[src/rtl/decode_pkg.sv]
// Shared types and encodings for the RISC-V decode stage.
// M-extension op codes exist unconditionally; RV_DECODE_MEXT_EN only gates their decode.
package decode_pkg;

    typedef enum logic [6:0] {
        OP_NOP, OP_ILLEGAL,
        OP_LUI, OP_AUIPC, OP_JAL, OP_JALR,
        OP_BEQ, OP_BNE, OP_BLT, OP_BGE, OP_BLTU, OP_BGEU,
        OP_LB, OP_LH, OP_LW, OP_LD, OP_LBU, OP_LHU, OP_LWU,
        OP_SB, OP_SH, OP_SW, OP_SD,
        OP_ADDI, OP_SLTI, OP_SLTIU, OP_XORI, OP_ORI, OP_ANDI, OP_SLLI, OP_SRLI, OP_SRAI,
        OP_ADD, OP_SUB, OP_SLL, OP_SLT, OP_SLTU, OP_XOR, OP_SRL, OP_SRA, OP_OR, OP_AND,
        OP_FENCE, OP_ECALL, OP_EBREAK,
        OP_ADDIW, OP_SLLIW, OP_SRLIW, OP_SRAIW,
        OP_ADDW, OP_SUBW, OP_SLLW, OP_SRLW, OP_SRAW,
        OP_MUL, OP_MULH, OP_MULHSU, OP_MULHU, OP_DIV, OP_DIVU, OP_REM, OP_REMU,
        OP_MULW, OP_DIVW, OP_DIVUW, OP_REMW, OP_REMUW
    } op_e;

    typedef enum logic [2:0] {
        IMM_I, IMM_S, IMM_B, IMM_U, IMM_J, IMM_NONE
    } imm_fmt_e;

    localparam logic [6:0] OpcLoad     = 7'b0000011;
    localparam logic [6:0] OpcMiscMem  = 7'b0001111;
    localparam logic [6:0] OpcOpImm    = 7'b0010011;
    localparam logic [6:0] OpcAuipc    = 7'b0010111;
    localparam logic [6:0] OpcOpImm32  = 7'b0011011;
    localparam logic [6:0] OpcStore    = 7'b0100011;
    localparam logic [6:0] OpcOp       = 7'b0110011;
    localparam logic [6:0] OpcLui      = 7'b0110111;
    localparam logic [6:0] OpcOp32     = 7'b0111011;
    localparam logic [6:0] OpcBranch   = 7'b1100011;
    localparam logic [6:0] OpcJalr     = 7'b1100111;
    localparam logic [6:0] OpcJal      = 7'b1101111;
    localparam logic [6:0] OpcSystem   = 7'b1110011;

    localparam logic [6:0] F7Base   = 7'b0000000;
    localparam logic [6:0] F7Alt    = 7'b0100000;
    localparam logic [6:0] F7MulDiv = 7'b0000001;

    localparam logic [31:0] IrEcall  = 32'h0000_0073;
    localparam logic [31:0] IrEbreak = 32'h0010_0073;

endpackage

[src/rtl/rv_imm_gen.sv]
// Combinational immediate generator: selects the format and sign-extends from ir[31] to XLEN.
module rv_imm_gen
    import decode_pkg::*;
#(
    parameter int unsigned XLEN = 64
) (
    input  logic [31:7]     ir,
    input  imm_fmt_e        imm_fmt,
    output logic [XLEN-1:0] imm
);

    logic [63:0] imm64;

    // Built at 64 bits and truncated so XLEN=32 needs no zero-width replication.
    always_comb begin
        imm64 = 64'd0;
        unique case (imm_fmt)
            IMM_I: imm64 = {{52{ir[31]}}, ir[31:20]};
            IMM_S: imm64 = {{52{ir[31]}}, ir[31:25], ir[11:7]};
            IMM_B: imm64 = {{51{ir[31]}}, ir[31], ir[7], ir[30:25], ir[11:8], 1'b0};
            IMM_U: imm64 = {{32{ir[31]}}, ir[31:12], 12'b0};
            IMM_J: imm64 = {{43{ir[31]}}, ir[31], ir[19:12], ir[20], ir[30:21], 1'b0};
            default: imm64 = 64'd0;
        endcase
    end

    assign imm = imm64[XLEN-1:0];

endmodule

[src/rtl/rv_decode_stage.sv]
// Registered, handshaked RV32I/RV64I decode stage with illegal detection, halt and flush.
// Define RV_DECODE_MEXT_EN to decode the M extension; otherwise those encodings are illegal.
module rv_decode_stage
    import decode_pkg::*;
#(
    parameter int unsigned XLEN            = 64,
    parameter bit          HALT_ON_ILLEGAL = 1'b1
) (
    input  logic            clk,
    input  logic            rst_n,
    input  logic            flush,
    input  logic            in_valid,
    output logic            in_ready,
    input  logic [31:0]     in_ir,
    input  logic [XLEN-1:0] in_pc,
    output logic            out_valid,
    input  logic            out_ready,
    output logic [XLEN-1:0] out_pc,
    output op_e             out_op,
    output logic [4:0]      out_rd,
    output logic [4:0]      out_rs1,
    output logic [4:0]      out_rs2,
    output logic [XLEN-1:0] out_imm,
    output logic            out_illegal,
    output logic [15:0]     illegal_cnt
);

    if (XLEN != 32 && XLEN != 64) begin : g_xlen_check
        $error("rv_decode_stage: XLEN must be 32 or 64");
    end

    localparam bit Rv64 = (XLEN == 64);

    typedef enum logic [0:0] {StRun, StHalt} state_e;

    state_e          state_q;
    op_e             dec_op;
    imm_fmt_e        dec_fmt;
    imm_fmt_e        imm_fmt;
    logic            use_rd, use_rs1, use_rs2;
    logic            dec_illegal;
    logic            accept;
    logic [XLEN-1:0] dec_imm;

    logic [6:0] opcode;
    logic [2:0] funct3;
    logic [6:0] funct7;
    logic       shamt_ok;

    assign opcode   = in_ir[6:0];
    assign funct3   = in_ir[14:12];
    assign funct7   = in_ir[31:25];
    // shamt[5] only exists on RV64.
    assign shamt_ok = Rv64 || !in_ir[25];

    // Every legal opcode ends in 2'b11, so compressed encodings fall into the default arm.
    always_comb begin
        dec_op  = OP_ILLEGAL;
        dec_fmt = IMM_NONE;
        use_rd  = 1'b0;
        use_rs1 = 1'b0;
        use_rs2 = 1'b0;
        case (opcode)
            OpcLui:   begin dec_op = OP_LUI;   dec_fmt = IMM_U; use_rd = 1'b1; end
            OpcAuipc: begin dec_op = OP_AUIPC; dec_fmt = IMM_U; use_rd = 1'b1; end
            OpcJal:   begin dec_op = OP_JAL;   dec_fmt = IMM_J; use_rd = 1'b1; end
            OpcJalr: begin
                dec_fmt = IMM_I; use_rd = 1'b1; use_rs1 = 1'b1;
                if (funct3 == 3'b000) dec_op = OP_JALR;
            end
            OpcBranch: begin
                dec_fmt = IMM_B; use_rs1 = 1'b1; use_rs2 = 1'b1;
                case (funct3)
                    3'b000:  dec_op = OP_BEQ;
                    3'b001:  dec_op = OP_BNE;
                    3'b100:  dec_op = OP_BLT;
                    3'b101:  dec_op = OP_BGE;
                    3'b110:  dec_op = OP_BLTU;
                    3'b111:  dec_op = OP_BGEU;
                    default: dec_op = OP_ILLEGAL;
                endcase
            end
            OpcLoad: begin
                dec_fmt = IMM_I; use_rd = 1'b1; use_rs1 = 1'b1;
                case (funct3)
                    3'b000:  dec_op = OP_LB;
                    3'b001:  dec_op = OP_LH;
                    3'b010:  dec_op = OP_LW;
                    3'b011:  dec_op = Rv64 ? OP_LD : OP_ILLEGAL;
                    3'b100:  dec_op = OP_LBU;
                    3'b101:  dec_op = OP_LHU;
                    3'b110:  dec_op = Rv64 ? OP_LWU : OP_ILLEGAL;
                    default: dec_op = OP_ILLEGAL;
                endcase
            end
            OpcStore: begin
                dec_fmt = IMM_S; use_rs1 = 1'b1; use_rs2 = 1'b1;
                case (funct3)
                    3'b000:  dec_op = OP_SB;
                    3'b001:  dec_op = OP_SH;
                    3'b010:  dec_op = OP_SW;
                    3'b011:  dec_op = Rv64 ? OP_SD : OP_ILLEGAL;
                    default: dec_op = OP_ILLEGAL;
                endcase
            end
            OpcOpImm: begin
                dec_fmt = IMM_I; use_rd = 1'b1; use_rs1 = 1'b1;
                case (funct3)
                    3'b000: dec_op = OP_ADDI;
                    3'b010: dec_op = OP_SLTI;
                    3'b011: dec_op = OP_SLTIU;
                    3'b100: dec_op = OP_XORI;
                    3'b110: dec_op = OP_ORI;
                    3'b111: dec_op = OP_ANDI;
                    3'b001: if (in_ir[31:26] == 6'b000000 && shamt_ok) dec_op = OP_SLLI;
                    default: begin
                        if (in_ir[31:26] == 6'b000000 && shamt_ok)      dec_op = OP_SRLI;
                        else if (in_ir[31:26] == 6'b010000 && shamt_ok) dec_op = OP_SRAI;
                    end
                endcase
            end
            OpcOp: begin
                use_rd = 1'b1; use_rs1 = 1'b1; use_rs2 = 1'b1;
                case (funct7)
                    F7Base: begin
                        unique case (funct3)
                            3'b000: dec_op = OP_ADD;
                            3'b001: dec_op = OP_SLL;
                            3'b010: dec_op = OP_SLT;
                            3'b011: dec_op = OP_SLTU;
                            3'b100: dec_op = OP_XOR;
                            3'b101: dec_op = OP_SRL;
                            3'b110: dec_op = OP_OR;
                            3'b111: dec_op = OP_AND;
                        endcase
                    end
                    F7Alt: begin
                        if (funct3 == 3'b000)      dec_op = OP_SUB;
                        else if (funct3 == 3'b101) dec_op = OP_SRA;
                    end
`ifdef RV_DECODE_MEXT_EN
                    F7MulDiv: begin
                        unique case (funct3)
                            3'b000: dec_op = OP_MUL;
                            3'b001: dec_op = OP_MULH;
                            3'b010: dec_op = OP_MULHSU;
                            3'b011: dec_op = OP_MULHU;
                            3'b100: dec_op = OP_DIV;
                            3'b101: dec_op = OP_DIVU;
                            3'b110: dec_op = OP_REM;
                            3'b111: dec_op = OP_REMU;
                        endcase
                    end
`else
                    F7MulDiv: dec_op = OP_ILLEGAL;
`endif
                    default: dec_op = OP_ILLEGAL;
                endcase
            end
            OpcMiscMem: begin
                dec_fmt = IMM_I; use_rd = 1'b1; use_rs1 = 1'b1;
                if (funct3 == 3'b000) dec_op = OP_FENCE;
            end
            OpcSystem: begin
                if (in_ir == IrEcall)       dec_op = OP_ECALL;
                else if (in_ir == IrEbreak) dec_op = OP_EBREAK;
            end
            OpcOpImm32: begin
                dec_fmt = IMM_I; use_rd = 1'b1; use_rs1 = 1'b1;
                if (Rv64) begin
                    if (funct3 == 3'b000)                          dec_op = OP_ADDIW;
                    else if (funct3 == 3'b001 && funct7 == F7Base) dec_op = OP_SLLIW;
                    else if (funct3 == 3'b101 && funct7 == F7Base) dec_op = OP_SRLIW;
                    else if (funct3 == 3'b101 && funct7 == F7Alt)  dec_op = OP_SRAIW;
                end
            end
            OpcOp32: begin
                use_rd = 1'b1; use_rs1 = 1'b1; use_rs2 = 1'b1;
                if (Rv64) begin
                    if (funct7 == F7Base) begin
                        if (funct3 == 3'b000)      dec_op = OP_ADDW;
                        else if (funct3 == 3'b001) dec_op = OP_SLLW;
                        else if (funct3 == 3'b101) dec_op = OP_SRLW;
                    end else if (funct7 == F7Alt) begin
                        if (funct3 == 3'b000)      dec_op = OP_SUBW;
                        else if (funct3 == 3'b101) dec_op = OP_SRAW;
                    end
`ifdef RV_DECODE_MEXT_EN
                    else if (funct7 == F7MulDiv) begin
                        case (funct3)
                            3'b000:  dec_op = OP_MULW;
                            3'b100:  dec_op = OP_DIVW;
                            3'b101:  dec_op = OP_DIVUW;
                            3'b110:  dec_op = OP_REMW;
                            3'b111:  dec_op = OP_REMUW;
                            default: dec_op = OP_ILLEGAL;
                        endcase
                    end
`endif
                end
            end
            default: dec_op = OP_ILLEGAL;
        endcase
    end

    assign dec_illegal = (dec_op == OP_ILLEGAL);
    assign imm_fmt     = dec_illegal ? IMM_NONE : dec_fmt;

    rv_imm_gen #(
        .XLEN (XLEN)
    ) u_imm_gen (
        .ir      (in_ir[31:7]),
        .imm_fmt (imm_fmt),
        .imm     (dec_imm)
    );

    assign in_ready = (state_q == StRun) && (!out_valid || out_ready);
    assign accept   = in_valid && in_ready && !flush;

    always_ff @(posedge clk or negedge rst_n) begin
        if (!rst_n) begin
            state_q     <= StRun;
            out_valid   <= 1'b0;
            out_pc      <= '0;
            out_op      <= OP_NOP;
            out_rd      <= 5'd0;
            out_rs1     <= 5'd0;
            out_rs2     <= 5'd0;
            out_imm     <= '0;
            out_illegal <= 1'b0;
            illegal_cnt <= 16'd0;
        end else begin
            // Counting is tied to the output handshake, so a flush does not hide it.
            if (out_valid && out_ready && out_illegal && illegal_cnt != 16'hFFFF) begin
                illegal_cnt <= illegal_cnt + 16'd1;
            end
            if (flush) begin
                state_q     <= StRun;
                out_valid   <= 1'b0;
                out_illegal <= 1'b0;
            end else if (accept) begin
                out_valid   <= 1'b1;
                out_pc      <= in_pc;
                out_op      <= dec_op;
                out_rd      <= (use_rd  && !dec_illegal) ? in_ir[11:7]  : 5'd0;
                out_rs1     <= (use_rs1 && !dec_illegal) ? in_ir[19:15] : 5'd0;
                out_rs2     <= (use_rs2 && !dec_illegal) ? in_ir[24:20] : 5'd0;
                out_imm     <= dec_imm;
                out_illegal <= dec_illegal;
                if (dec_illegal && HALT_ON_ILLEGAL) state_q <= StHalt;
            end else if (out_valid && out_ready) begin
                out_valid <= 1'b0;
            end
        end
    end

endmodule

[config.mk]
export PLATFORM = sky130hd
export DESIGN_NAME = rv_decode_stage
export DESIGN_NICKNAME = d
export VERILOG_FILES = /design/src/rtl/decode_pkg.sv /design/src/rtl/rv_imm_gen.sv /design/src/rtl/rv_decode_stage.sv
export SDC_FILE = /design/constraint.sdc
export NUM_CORES = 1
export LEC_CHECK = 0
export BUFFER_PORTS_ARGS = -buffer_cell sky130_fd_sc_hd__buf_2
export CORE_UTILIZATION = 45
export DETAILED_ROUTE_END_ITERATION = 12
export PLACE_DENSITY = 0.79
export SKIP_LAST_GASP = 1
export SYNTH_ARGS = -nofsm -noshare
export SYNTH_HDL_FRONTEND = slang
export SYNTH_SLANG_ARGS = --single-unit
[constraint.sdc]
create_clock -name clk -period 5.6 [get_ports clk]
set_input_delay 0.84 -clock clk [delete_from_list [all_inputs] [get_ports clk]]
set_output_delay 0.84 -clock clk [all_outputs]
set_load 0.05 [all_outputs]
======== Word-level counts from Yosys, hierarchy flattened ========
Memories as Yosys holds them, arrays and structs flattened.
Index checks and enable logic that the tools add are counted.
storage, ports and cells
  register bits ........................... 169
  memory bits (read-only) ................. 32
  input port bits ......................... 101
  output and inout bits ................... 169
  memories kept ........................... 1
cells by class
  add/sub/neg operators ................... 1
  equal/unequal tests ..................... 30
  mux-type cells .......................... 43
  bitwise operators ....................... 2
  reductions and logical operators ........ 30
memories
  name             words  bits a word  read ports  clocked after memory_dff  wr ports  line                    source
  (no name shown)  8      4            1           0                         0         rv_decode_stage.sv:126  unique case (funct3)
operators by type and width
  cell                   count
  $pmux 64 s5            1
  $pmux 7 s13            1
  $mux 6                 15
  $pmux 5 s7             2
  $eq 7x6->1 const B     5
  $eq 32x21->1 const B   1
  $eq 32x7->1 const B    1
  $mux 5                 6
  $eq 7x7->1 const B     4
  $pmux 4 s6             1
  $eq 7x5->1 const B     3
  $pmux 5 s4             1
  $add 16x1->16 const B  1
  $ne 16x16->1 const B   1
  $eq 3x3->1 const B     5
  $pmux 3 s5             1
  $pmux 7 s2             1
  $eq 3x2->1 const B     4
  $logic_and 1x1->1      12
  $mux 1                 11
  $reduce_or 10->1       1
  $reduce_or 9->1        1
  $eq 7x1->1 const B     1
  $eq 7x2->1 const B     1
  17 further kinds       25

======== Longest topological paths before layout ========
  word-level depth ........................ 11
  gate-level depth with buffers ........... 15
  mapped depth without buffers ............ 10

======== Modules after synthesis ========
From an unflattened synthesis, not the netlist that was laid out.
second synthesis, totals
  cells, all modules ...................... 1012
  area total of the unflattened synthesis .. 8535.7 um^2
by module, submodules not included
  module           times used  cells an instance  area each (um^2)  sequential area each (um^2)
  rv_decode_stage  1           886                7754.9            4204.0
  rv_imm_gen       1           126                780.7             0.0

======== Worst setup path after synthesis ========
No wires, ideal clock.
  kind .................................... in2reg
  from .................................... input port in_ir[13]
  to ...................................... register out_imm[1]
  library setup time ...................... 92 ps
  arrival time ............................ 3222 ps
  data required time ...................... 5508 ps
  setup slack ............................. 2286 ps
  stages on the path ...................... 14
  cell sequence ........................... inv_1 -> ha_1 -> buf_6 -> or4_4 -> a21o_1 -> o311ai_2 -> nand4_1 -> nor3_2 -> nor2_1 -> and3_1 -> clkbuf_2 -> buf_6 -> buf_6 -> o31ai_2
between the ends
  longest elaborated chain between the ends .. 11
  elaborated cells on any way between the ends .. 45
  those cells by class .................... 14 x eq/ne; 25 x mux; 5 x reduce/logical; 1 x memory
RTL lines
  what                                line                    source
  start: declaration                  rv_decode_stage.sv:14   input logic [31:0] in_ir,
  $eq 3x3->1                          --
  $logic_and 1x1->1                   rv_decode_stage.sv:174  else if (funct3 == 3'b101 && funct7 == F7Alt) dec_op = OP_SRAIW;
  $mux 6                              rv_decode_stage.sv:174
  $mux 6                              rv_decode_stage.sv:173  else if (funct3 == 3'b101 && funct7 == F7Base) dec_op = OP_SRLIW;
  $mux 6                              rv_decode_stage.sv:172  else if (funct3 == 3'b001 && funct7 == F7Base) dec_op = OP_SLLIW;
  $mux 6                              rv_decode_stage.sv:171  if (funct3 == 3'b000) dec_op = OP_ADDIW;
  $pmux 7 s13 (*)                     rv_decode_stage.sv:63   case (opcode)
  $eq 7x1->1 (*)                      rv_decode_stage.sv:206  assign dec_illegal = (dec_op == OP_ILLEGAL);
  $mux 3 (*)                          rv_decode_stage.sv:207  assign imm_fmt = dec_illegal ? IMM_NONE : dec_fmt;
  $eq 3x3->1 (tied with other cells)  rv_imm_gen.sv:17        unique case (imm_fmt)
  $pmux 64 s5 (*)                     rv_imm_gen.sv:17
  end signal: assignment              rv_decode_stage.sv:248  out_imm <= dec_imm;
  end: declaration                    rv_decode_stage.sv:23   output logic [XLEN-1:0] out_imm,
Mark *: on every way between the ends. The rest lies on a longest branch, timed or not.
A chain may end at the register's enable or synchronous reset.

======== Worst setup path in the final report ========
  from .................................... input port in_ir[13]
  to ...................................... register out_imm[11]
Same word-level chain as after synthesis.

==> metrics.cfg <==
[worst_setup_path]
ff2ff_path_depth = 7
cpPeakStageDelay_ns = 0.84
crit_required_ns = 5.88
path_class = input port to flop
r2r-end = out_op[2]
path_cells = buf_2 > inv_1 > ha_1 > or4_4 > a21oi_1 > a21oi_1 > a32oi_1 > o211ai_1 > nor3_1 > and3_1 > buf_4 > o21ai_0
timing.rr.start = out_valid
path_max_fanout = 26
path_delay_family = simple AND/OR/NAND/NOR gates
critical_path.slowest_cell = and3_1
cp.arrival_ns = 4.36
cp_common_cell = a21oi_1
crit_buf_inv = 3
timing.critical_path.depth = 12
critPathLaunchType = input port
endpoint_kind = flop
reg2reg_slack_ns = 3.22

[clock_network]
cts_tree = yes
cts.htree.levels = 4
cts_resized = 0
hold_buffers = 0
cts_made_buffers = 17
post_cts_buffers = 0
clkSinkCount = 136
clkTransAtPathRegs_ns = 0.06
clock_latency_ns = 0.42
clk_path_buf_depth = 2
cts_root_buffer = clkbuf_16

[cells_and_area]
drive_gt1_frac = 0.3033
syn_to_final_growth_pct = 25.53
antennaDiodeCount = 0
final.fill_count = 1403
final_common_cell = nand2_1
utilization = 0.5825
layout_common_cells = 293 x nand2_1, 267 x buf_2, 136 x dfrtp_1
nNetsFinal = 1148

[timing]
whs_ns = 0.4671
hold_viol = 0
skew_ns = 0.006990
fin_crit_sh = 0.7289
finalSetupViolCount = 0
setup_tns_ns = 0
fin_ws_ns = 1.518
slew_viol_final = 0
rsz0062_at_grt = no
period_needed_ns = 4.082
fmax_mhz = 245.0
slew-limit-headroom = 0.3394
worstMarginPinSlew_ns = 0.9908

[route]
viasPerCell = 5.359
drt_first_pass_iters = 5
vias = 6785
drc = 0
ant_nets = 0
wl_per_cell_um = 16.90
totalWireLength_um = 21400
drt_iter0_markers = 623

[floorplanning]
start_util = 0.4640
die-area_um2 = 16240
core.rowCount = 45
fp.dieH_um = 127.4
core_um2 = 15260
pin_count = 270
die_w_um = 127.4

[logic_synthesis]
ys_warn_count = 0
synth_cells = 837
synth_cell_type_count = 65
synth_seq_cells = 136
synth_async_sr_flop_share = 1.000
synth-edff-count = 0
synth_seq_area_share = 0.4807
syn-num-nets = 943
synth-main-ff-cell = dfrtp_1
avgSynthCellArea_um2 = 8.459
synth_area_um2 = 7081

[power]
comb_power_share = 0.298
power_frac_seq = 0.352
p_clk_frac = 0.350
power.switching_mw = 1.281
internal_power_mw = 2.079
total_power_mw = 3.360
power.density_nw_per_um2 = 378.0
peakVddDrop_mv = 0.2248
leakagePower_nw = 4.696
p_sw_frac = 0.3813

[grt]
grt_pass1_wl_um = 32890
antenna_found_initial = 0
grt.overflow.total = 0
grtUsageTotal = 0.2606
grt_max_degree = 91
grt_pass1_vias = 6191

[placement]
pre_cts_ws_ns = 1.173
routabilityCongestion = 0.9807
port_buffers = 268
hpwl_um = 15410

[min_path]
hold_start = out_op[2]
min_to = out_op[2]
holdCritPathClass = flop to flop
whs_path_depth = 2

[flow_run]
drv_cap = 0

[run_status]
run_status = complete, no violations

cell families after synthesis:
logic type / share of synthesized area
mux: 0.005831
fa+ha+maj: 0.008835
compound gates: 0.1553
other cells: 0.0005296
flops: 0.4806
xor+xnor: 0.01732
simple gates: 0.2566
buf+inv: 0.07492
power groups by stage:
stage	Clock (mW)	Combinational [mW]	Sequential, mW
final	1.18	1.00	1.18
after global routing	1.24	1.06	1.20
after CTS	1.19	1.01	1.18
after detailed placement	0	1.00	1.20
after global placement	0	0.993	1.19
after floorplan	0	0.275	1.66
routing by layer:
layer / track usage / vias up / share of wire
met5: 0 / - / 0
met4: 0.1268 / 0 / 0.032
met3: 0.04062 / 50 / 0.062
met2: 0.4311 / 320 / 0.50
met1: 0.3339 / 3185 / 0.41
li1: - / 3230 / -
state kept, by name, summed over array words and instances, names as in the netlist:
register	flops
out_valid	1
out_rs2	5
out_pc	64
out_rd	5
out_illegal	1
out_rs1	5
out_op	6
out_imm	32
state_q	1
illegal_cnt	16
area by class of cell:
cell class,instances,area (µm²),share of cell area
Clock inverter,12,173.9,0.01957
Tap cell,211,264.0,0.02970
Inverter,11,41.29,0.004645
Timing Repair Buffer,274,1393,0.1567
Multi-Input combinational cell,602,3167,0.3563
Clock buffer,20,446.7,0.05025
Sequential cell,136,3403,0.3829
synth_stat cells, types with 4 or more instances:
library cell  count  area [µm²]
a21boi_0          9       67.56
a21oi_1          25       125.1
a22oi_1           5       37.54
a31oi_1           8       50.05
a32oi_1           4       35.03
and2_1            6       37.54
and3_1            7       43.79
buf_2             9       45.04
buf_4            33       247.7
clkbuf_1         39       146.4
dfrtp_1         136        3403
ha_1              5       62.56
inv_1            11       41.29
nand2_1         293        1100
nand2b_1          8       50.05
nand3_1          17       85.08
nand4_1           7       43.79
nor2_1           36       135.1
nor2b_1           7       43.79
nor3_1           19       95.09
nor4_1            6       37.54
o211ai_1          4       30.03
o21ai_0          22       110.1
o31ai_1          40       300.3
xnor2_1           7       61.31
xor2_1            7       61.31
how the worst max path moves through the flow:
stage / from / end / slack [ns]
detailed placement: in_ir[13] / out_imm[11] / 1.17
floorplan: in_ir[13] / out_imm[1] / 2.29
global route: in_ir[13] / out_imm[11] / 1.37
CTS: in_ir[13] / out_imm[11] / 1.57
finish: in_ir[13] / out_imm[11] / 1.52
global placement: in_ir[13] / out_rs1[3] / 1.22
per-stage QoR:
| step | area [µm²] | instances |
|---|---|---|
| global placement | 8268 | 1234 |
| finish | 8889 | 1266 |
| detailed placement | 8268 | 1234 |
| CTS | 8889 | 1266 |
| floorplan | 7081 | 837 |
| global route | 8889 | 1266 |
tightest hold or removal path, cell delays in order, from the launching register on:
cell	delay, ns
dfrtp_1	0.33
nand2_1	0.05
nand2_1	0.05
(Power assumes the default switching activity.)
